### src/rtl/frame_pkg.sv
// Frame geometry and control-state encodings shared by the frame DRAM
// reader, writer and filter blocks.
package frame_pkg;

  localparam int D_WIDTH   = 8;
  localparam int A_WIDTH   = 21;
  localparam int MASKLEN   = 392;
  localparam int FRAME_LEN = 921600;

  typedef logic [1:0] state_t;

  localparam state_t ST_IDLE  = 2'd0;
  localparam state_t ST_RUN   = 2'd1;
  localparam state_t ST_DRAIN = 2'd2;

endpackage

### src/rtl/sync_fifo.sv
// Single-clock FIFO with occupancy count; a pop on empty is ignored and
// a push on full is taken only alongside a pop.
module sync_fifo #(
  parameter int WIDTH = 8,
  parameter int DEPTH = 4
) (
  input  logic                     clk,
  input  logic                     rst,
  input  logic                     push_i,
  input  logic                     pop_i,
  input  logic [WIDTH-1:0]         wdata_i,
  output logic [WIDTH-1:0]         rdata_o,
  output logic [$clog2(DEPTH):0]   count_o,
  output logic                     empty_o,
  output logic                     full_o
);

  localparam int PW = $clog2(DEPTH);
  localparam int CW = PW + 1;

  logic [WIDTH-1:0] mem_q [DEPTH];
  logic [PW-1:0]    wr_q, wr_d;
  logic [PW-1:0]    rd_q, rd_d;
  logic [CW-1:0]    cnt_q, cnt_d;
  logic             do_push, do_pop;

  assign empty_o = (cnt_q == '0);
  assign full_o  = (cnt_q == CW'(DEPTH));
  assign count_o = cnt_q;
  assign rdata_o = mem_q[rd_q];

  assign do_pop  = pop_i && !empty_o;
  assign do_push = push_i && (!full_o || do_pop);

  always_comb begin
    wr_d  = wr_q;
    rd_d  = rd_q;
    cnt_d = cnt_q;
    if (do_push) wr_d = wr_q + 1'b1;
    if (do_pop)  rd_d = rd_q + 1'b1;
    unique case ({do_push, do_pop})
      2'b10:   cnt_d = cnt_q + 1'b1;
      2'b01:   cnt_d = cnt_q - 1'b1;
      default: cnt_d = cnt_q;
    endcase
  end

  always_ff @(posedge clk or posedge rst) begin
    if (rst) begin
      wr_q  <= '0;
      rd_q  <= '0;
      cnt_q <= '0;
    end else begin
      wr_q  <= wr_d;
      rd_q  <= rd_d;
      cnt_q <= cnt_d;
    end
  end

  always_ff @(posedge clk) begin
    if (do_push) mem_q[wr_q] <= wdata_i;
  end

endmodule

### src/rtl/dram_frame_reader.sv
// Walks one frame out of the byte-wide DRAM and streams it downstream,
// issuing reads only when the output FIFO has room for their data.
module dram_frame_reader #(
  parameter int D_WIDTH    = frame_pkg::D_WIDTH,
  parameter int A_WIDTH    = frame_pkg::A_WIDTH,
  parameter int MASKLEN    = frame_pkg::MASKLEN,
  parameter int FRAME_LEN  = frame_pkg::FRAME_LEN,
  parameter int FIFO_DEPTH = 4
) (
  input  logic               clk,
  input  logic               rst,
  input  logic               start,
  input  logic [A_WIDTH-1:0] base_addr,
  output logic               busy,
  output logic               done,
  output logic               mem_ren,
  output logic [A_WIDTH-1:0] mem_raddr,
  input  logic [MASKLEN-1:0] mem_rdata,
  output logic               pix_valid,
  input  logic               pix_ready,
  output logic [D_WIDTH-1:0] pix_data,
  output logic               pix_last
);

  import frame_pkg::*;

  localparam int IW = A_WIDTH + 1;
  localparam int CW = $clog2(FIFO_DEPTH) + 1;
  localparam logic [IW-1:0] LEN  = IW'(FRAME_LEN);
  localparam logic [IW-1:0] LAST = IW'(FRAME_LEN - 1);

  state_t             state_q, state_d;
  logic [A_WIDTH-1:0] base_q, base_d;
  logic [A_WIDTH-1:0] raddr_q, raddr_d;
  logic [IW-1:0]      issue_q, issue_d;
  logic [IW-1:0]      out_q, out_d;
  logic               ren_q, ren_d;
  logic               pend_q;

  logic [CW-1:0]      fcount;
  logic               fempty, ffull;
  logic [D_WIDTH-1:0] fdata;
  logic               pop, credit;
  logic [1:0]         unused_bits;

  // Reads in flight still need a slot, so they count against capacity.
  assign credit = (32'(fcount) + 32'(ren_q) + 32'(pend_q))
                  < 32'(FIFO_DEPTH);

  assign pop       = !fempty && pix_ready;
  assign pix_valid = !fempty;
  assign pix_data  = fempty ? '0 : fdata;
  assign pix_last  = !fempty && (out_q == LAST);
  assign done      = pop && pix_last;
  assign busy      = (state_q != ST_IDLE);
  assign mem_ren   = ren_q;
  assign mem_raddr = raddr_q;

  assign unused_bits = {ffull, ^mem_rdata[MASKLEN-1:D_WIDTH]};

  always_comb begin
    state_d = state_q;
    base_d  = base_q;
    raddr_d = raddr_q;
    issue_d = issue_q;
    out_d   = out_q;
    ren_d   = 1'b0;
    if (pop) out_d = out_q + 1'b1;
    unique case (state_q)
      ST_IDLE: begin
        if (start) begin
          state_d = ST_RUN;
          base_d  = base_addr;
          raddr_d = base_addr;
          issue_d = IW'(1);
          out_d   = '0;
          ren_d   = 1'b1;
        end
      end
      ST_RUN: begin
        if (issue_q == LEN) begin
          state_d = ST_DRAIN;
        end else if (credit) begin
          ren_d   = 1'b1;
          raddr_d = base_q + issue_q[A_WIDTH-1:0];
          issue_d = issue_q + 1'b1;
        end
      end
      ST_DRAIN: begin
        if (done) state_d = ST_IDLE;
      end
      default: state_d = ST_IDLE;
    endcase
  end

  always_ff @(posedge clk or posedge rst) begin
    if (rst) begin
      state_q <= ST_IDLE;
      base_q  <= '0;
      raddr_q <= '0;
      issue_q <= '0;
      out_q   <= '0;
      ren_q   <= 1'b0;
      pend_q  <= 1'b0;
    end else begin
      state_q <= state_d;
      base_q  <= base_d;
      raddr_q <= raddr_d;
      issue_q <= issue_d;
      out_q   <= out_d;
      ren_q   <= ren_d;
      pend_q  <= ren_q;
    end
  end

  sync_fifo #(
    .WIDTH (D_WIDTH),
    .DEPTH (FIFO_DEPTH)
  ) u_fifo (
    .clk     (clk),
    .rst     (rst),
    .push_i  (pend_q),
    .pop_i   (pop),
    .wdata_i (mem_rdata[D_WIDTH-1:0]),
    .rdata_o (fdata),
    .count_o (fcount),
    .empty_o (fempty),
    .full_o  (ffull)
  );

endmodule
### config.mk
export PLATFORM = sky130hd
export DESIGN_NAME = dram_frame_reader
export DESIGN_NICKNAME = d
export VERILOG_FILES = /design/src/rtl/frame_pkg.sv /design/src/rtl/sync_fifo.sv /design/src/rtl/dram_frame_reader.sv
export SDC_FILE = /design/constraint.sdc
export NUM_CORES = 1
export LEC_CHECK = 0
export ABC_AREA = 1
export CORE_AREA = 5 5 174 176
export CTS_BUF_LIST = sky130_fd_sc_hd__clkbuf_4 sky130_fd_sc_hd__clkbuf_8 sky130_fd_sc_hd__clkbuf_16
export DETAILED_ROUTE_END_ITERATION = 12
export DIE_AREA = 0 0 179 181
export GPL_ROUTABILITY_DRIVEN = 0
export REMOVE_ABC_BUFFERS = 1
export SETUP_SLACK_MARGIN = 0.3
export SYNTH_ARGS = -nofsm -noshare
export SYNTH_HDL_FRONTEND = slang
export SYNTH_SLANG_ARGS = --single-unit
### constraint.sdc
create_clock -name clk -period 3.69 [get_ports clk]
set_input_delay 0.738 -clock clk [delete_from_list [all_inputs] [get_ports clk]]
set_output_delay 0.738 -clock clk [all_outputs]
set_load 0.01 [all_outputs]
==> impl_metrics.ini, run 1 <==
[run_status]
status = finished, final reports clean

[power_and_ir_drop]
power_w = 0.00672
ir_drop_mv = 0.338
pwr_density_cell_mw_per_mm2 = 716
power.leakage_nw = 4.40

[detailed_routing]
drt-initial-drc-count = 332
route.vias.total = 6788
met3_length_microns = 1160
postRouteAntennaNets = 0
routed.top_layer = met5
met1_length_microns = 9390
wirelength_microns = 21200
vias_per_cell = 4.53
detail_route.wl_per_cell_microns = 14.1
drc = 0
first_pass_iters = 5
wl_met2_microns = 10200

[sta]
rsz0062_at_grt = false
slew_viol_final = 0
max_slew_margin = 0.479
max_freq_mhz = 314
layout_setup_ws_ps = 507
finalHoldViolations = 0
setup_violations = 0
tightestPinTransition_ps = 780
period_needed_ps = 3180
finClkSkew_ps = 13.4
min_period_over_period = 0.863
fin_tns_setup_ps = 0

[critical_path]
path_delay_family = simple AND/OR/NAND/NOR gates
reg2reg_to = issue_q[21]
path_max_fanout = 6
r2r_slack_ps = 1020
crit_buf_inv = 1
max_stage_delay_ps = 570
path_cells = ha_1 -> nand3_1 -> nor2_2 -> nand2_1 -> nor2_4 -> nand2_4 -> nor2_1 -> clkdlybuf4s50_1
cp-end-kind = primary output
r2r_cells = 9
crit_arrival_ps = 2450
reg2reg_from = issue_q[0]
cp-start-kind = register
critPathKind = register to primary output
crit_start = out_q[0]
worstPathRequired_ps = 2950
critPathSlowestCell = clkdlybuf4s50_1

[cts]
cts.path.max_buffers = 2
cts_setup_buffers = 0
cts_tree = built
clk_pin_slew_ps = 70
cts-root-buf = clkbuf_16
cts_sinks = 129
cts_max_level = 4
clk_latency_ps = 440
cts_made_buffers = 17

[global_routing]
grt_max_degree = 53
grt.overflow.total = 0
grt_usage = 0.133
grt_pass1_vias = 6599
antenna_found_initial = 1
grt_first_pass_wirelength_microns = 34100

[floorplanning]
die_w_microns = 179
initial_utilization = 0.269
rows = 62
die_h_microns = 181
io_pins = 451
coreArea_sq_mm = 0.0285
fp.dieArea_sq_mm = 0.0324

[final_layout]
utilization = 0.329
design_area_sq_mm = 0.00938
syn_to_final_growth_pct = 22.5
layout.nets = 1549
diodes = 0
fillers = 3047
drive_gt1_frac = 0.0646

[synthesis]
ys_seq_area_frac = 0.442
ys_dominant_reg_cell = dfrtp_1
synthArstFlopShare = 0.752
ys_ff_latch = 129
synth.cell_area_sq_mm = 0.00766
yosysWarnings = 0
syn_inst = 1033
yosysUniqueCellTypes = 40
synth_edf_count = 32
syn_avg_cell_area_sq_um = 7.41

[hold_path]
hold_end = pend_q
hold_class = register to register
whs_path_depth = 0
min_from = mem_ren

[flow_run]
maxCapViolCount = 0

[place]
postPlaceCellArea_sq_mm = 0.00875
place_ws_ps = 505
io_buffers = 66
dp_hpwl_microns = 15700
==> cell usage after synthesis, drive strengths merged (5+ instances only) <==
cell / count / area (sq um)
o21ai: 64 / 320
edfxtp: 32 / 961
clkbuf: 10 / 37.5
or2: 5 / 31.3
o211ai: 5 / 37.5
a21oi: 47 / 235
inv: 126 / 475
dfrtp: 97 / 2430
xor2: 18 / 158
nand2: 319 / 1220
ha: 28 / 350
nor2: 137 / 542
nand4: 15 / 93.8
nor3: 19 / 105
buf: 17 / 111
nand3: 74 / 375
==> routing by layer <==
layer	vias up	global-route usage
met3	28	0.0374
met1	3168	0.169
met4	2	0.0421
li1	3445	-
met2	145	0.219
met5	-	0
==> layout make-up <==
| class | instances | area [sq um] | area share |
|---|---|---|---|
| Sequential cell | 129 | 3390 | 0.361 |
| Multi-Input combinational cell | 749 | 3640 | 0.388 |
| Clock inverter | 15 | 201 | 0.0215 |
| Timing Repair Buffer | 77 | 756 | 0.0806 |
| Tap cell | 384 | 480 | 0.0512 |
| Clock buffer | 17 | 425 | 0.0454 |
| Inverter | 128 | 485 | 0.0518 |
==> cells in the final DEF (no fill, tap or decap), types with 2 or more instances in the layout <==
cell type / instances
nor3_2: 2
buf_4: 10
nand4_1: 15
xor2_1: 18
nand3_1: 73
clkinv_1: 2
nor2_2: 3
clkbuf_16: 17
inv_2: 5
nor2_4: 3
o21ai_0: 55
xnor2_1: 4
inv_8: 4
fa_1: 2
a21oi_1: 47
clkinv_8: 7
inv_4: 2
clkdlybuf4s50_1: 66
o211ai_1: 5
nand2_1: 312
ha_1: 28
dfrtp_1: 97
nor3_1: 17
inv_6: 3
o21bai_1: 2
nand2_4: 2
nand2_2: 5
a31oi_1: 2
or2_2: 5
edfxtp_1: 32
nor2_1: 131
inv_1: 119
o21ai_1: 9
==> sequential cells by signal (all words and copies together), names as in the netlist <==
name / flops
issue_q: 22
out_q: 22
mem_raddr: 21
pend_q: 1
u_fifo.count_o: 3
base_q: 21
state_q: 2
u_fifo.mem_q: 32
u_fifo.rd_q: 2
mem_ren: 1
u_fifo.wr_q: 2
==> how the worst max path moves through the flow <==
stage	slack, ps	depth (start not counted)	end
after floorplan	420	1	base_q[0]
after global placement	510	6	done
after detailed placement	500	6	done
after CTS	400	8	done
after global routing	330	8	done
final	510	8	done
==> metrics by stage <==
step	std cells	hold slack (ps)
after floorplan	1006	435
after global placement	1467	448
after detailed placement	1467	443
after CTS	1499	471
after global routing	1499	496
final	1499	452
==> repair_timing <==
action,in CTS,in global routing
hold buffers,0,0
gates resized for setup,0,1
setup endpoints to repair,0,1
==> where the power goes <==
part	internal (W)	switching, W	total (W)
clock	0.000932	0.000821	0.00175
sequential	0.00190	0.000360	0.00226
combinational	0.00109	0.00162	0.00271
==> kinds of logic (layout without fill, tap and decap cells) <==
group	count (synthesis)	in the layout	share of synthesized area
AND/OR/NAND/NOR	572	572	0.313
buffers and inverters	155	237	0.0825
flip-flops	129	129	0.442
AO/OA/AOI/OAI	125	125	0.0861
adder cells (fa/ha/maj)	30	30	0.0510
XOR/XNOR	22	22	0.0252
(Power assumes the default switching activity.)
==> run 2: changes to the inputs <==
- clock period: 3.69 -> 3.22 ns (I/O delays scaled with it)
==> run 2 against run 1 <==
Net effect: sequential share of layout area decreased by 0.27 points; power is 16% higher; register-to-register slack lost 200 ps; critical endpoint is now pix_data[5]; largest cell class unchanged; highest routed layer unchanged.
==> impl_metrics.ini, run 2 (same netlist as run 1, synthesis figures left out) <==
[sta]
max_slew_margin = 0.642
setup_violations = 0
rsz0062_at_grt = false
finalHoldViolations = 0
max_freq_mhz = 362
layout_setup_ws_ps = 459
finClkSkew_ps = 13.9
tightestPinTransition_ps = 538
slew_viol_final = 0
fin_tns_setup_ps = 0
min_period_over_period = 0.857
period_needed_ps = 2760

[place]
place_ws_ps = 231
dp_hpwl_microns = 15800
dp.cells = 1471
io_buffers = 66

[critical_path]
critPathKind = register to primary output
worstPathRequired_ps = 2580
max_stage_delay_ps = 580
crit_buf_inv = 3
crit_arrival_ps = 2120
reg2reg_from = issue_q[0]
path_delay_family = buffers and inverters
r2r_cells = 12
r2r_slack_ps = 820
cp-start-kind = register
reg2reg_to = mem_raddr[16]
path_cells = nor2_1 -> nand2_2 -> clkinv_2 -> buf_4 -> a21oi_1 -> clkdlybuf4s50_1
path_max_fanout = 8
cp-end-kind = primary output
critPathSlowestCell = clkdlybuf4s50_1

[final_layout]
diodes = 0
final_cells = 1508
final_cell_mix = 312 x nand2_1, 131 x nor2_1, 118 x inv_1, 95 x dfrtp_1, 72 x nand3_1
drive_gt1_frac = 0.0774
layout_commonest_cell = nand2_1
largestRegisters = u_fifo.mem_q (32), issue_q (22), out_q (22)
largest_register_ffs = 32
fillers = 3006
layout.nets = 1558
syn_to_final_growth_pct = 23.5
largest_register = u_fifo.mem_q

[power_and_ir_drop]
ir_drop_mv = 0.367
pwr_density_cell_mw_per_mm2 = 821
power.leakage_nw = 4.46

[floorplanning]
die_h_microns = 181
coreArea_sq_mm = 0.0285
rows = 62
fp.dieArea_sq_mm = 0.0324
io_pins = 451
initial_utilization = 0.269
die_w_microns = 179

[cts]
clk_latency_ps = 430
cts_tree = built
clk_pin_slew_ps = 70
cts_made_buffers = 17
cts_sinks = 129
cts-root-buf = clkbuf_16
cts_max_level = 4
cts.path.max_buffers = 2

[global_routing]
grt_pass1_vias = 6532
grt_usage = 0.133
antenna_found_initial = 2
grt_first_pass_wirelength_microns = 34200
grt_max_degree = 61
grt.overflow.total = 0

[flow_run]
maxCapViolCount = 0

[detailed_routing]
wirelength_microns = 21400
route.vias.total = 6726
postRouteAntennaNets = 0
detail_route.wl_per_cell_microns = 14.2
drt-initial-drc-count = 354
drc = 0
first_pass_iters = 5
vias_per_cell = 4.46

[run_status]
status = finished, final reports clean

[hold_path]
hold_class = register to register
whs_path_depth = 0
min_from = mem_ren
hold_end = pend_q
## run 2: metrics by stage
step                      total power, W  hold WS [ps]  utilization  cell area (sq um)
final                            0.00777           457        0.332               9460
after global routing             0.00836           481        0.332               9460
after CTS                        0.00781           463        0.331               9410
after detailed placement         0.00576           425        0.308               8780
after global placement           0.00572           444        0.308               8780
after floorplan                  0.00446           435            -               7510
## run 2: worst reg2reg max path: cells and delay by family (launching register included)
family	cells	cell delay, ps
adder cells (fa/ha/maj)	2	760
flip-flops	1	460
AND/OR/NAND/NOR	10	1090
## run 2: layer usage
layer  share of wire  track usage  vias up
met2            0.49        0.223      118
li1                -            -     3475
met4           0.011       0.0310        2
met5         0.00061            0        -
met3           0.041       0.0301       19
met1            0.46        0.175     3112
## run 2: timing repair
item                                    in CTS  in global routing
endpoints found under the setup margin      10                  4
setup buffers                                1                  4
pin swaps                                    1                  0
hold buffers                                 0                  0
gates resized for setup                      7                  4
## run 2: layout make-up
cell class	instances	area (sq um)	area share
repair buffers	86	825	0.0872
well taps	384	480	0.0508
clock buffers	17	425	0.0450
multi-input cells	749	3660	0.387
flip-flops and latches	129	3390	0.359
clock inverters	15	184	0.0194
inverters	128	493	0.0521
## run 2: worst max path at each step
| stage | from | to | slack [ps] | cells past startpoint |
|---|---|---|---|---|
| 5_1_grt | u_fifo.rd_q[0] | pix_data[1] | 300 | 5 |
| 3_5_place_dp | pix_ready | done | 230 | 6 |
| 2_1_floorplan | rst | base_q[0] | 40 | 1 |
| 4_1_cts | out_q[0] | pix_last | 240 | 6 |
| 3_3_place_gp | pix_ready | done | 200 | 6 |
| 6_report | u_fifo.count_o[0] | pix_data[5] | 460 | 6 |
## run 2: power by group
| part | switching (W) | internal, W |
|---|---|---|
| combinational | 0.00190 | 0.00131 |
| sequential | 0.000402 | 0.00218 |
| clock | 0.000921 | 0.00105 |
| total | 0.00323 | 0.00454 |
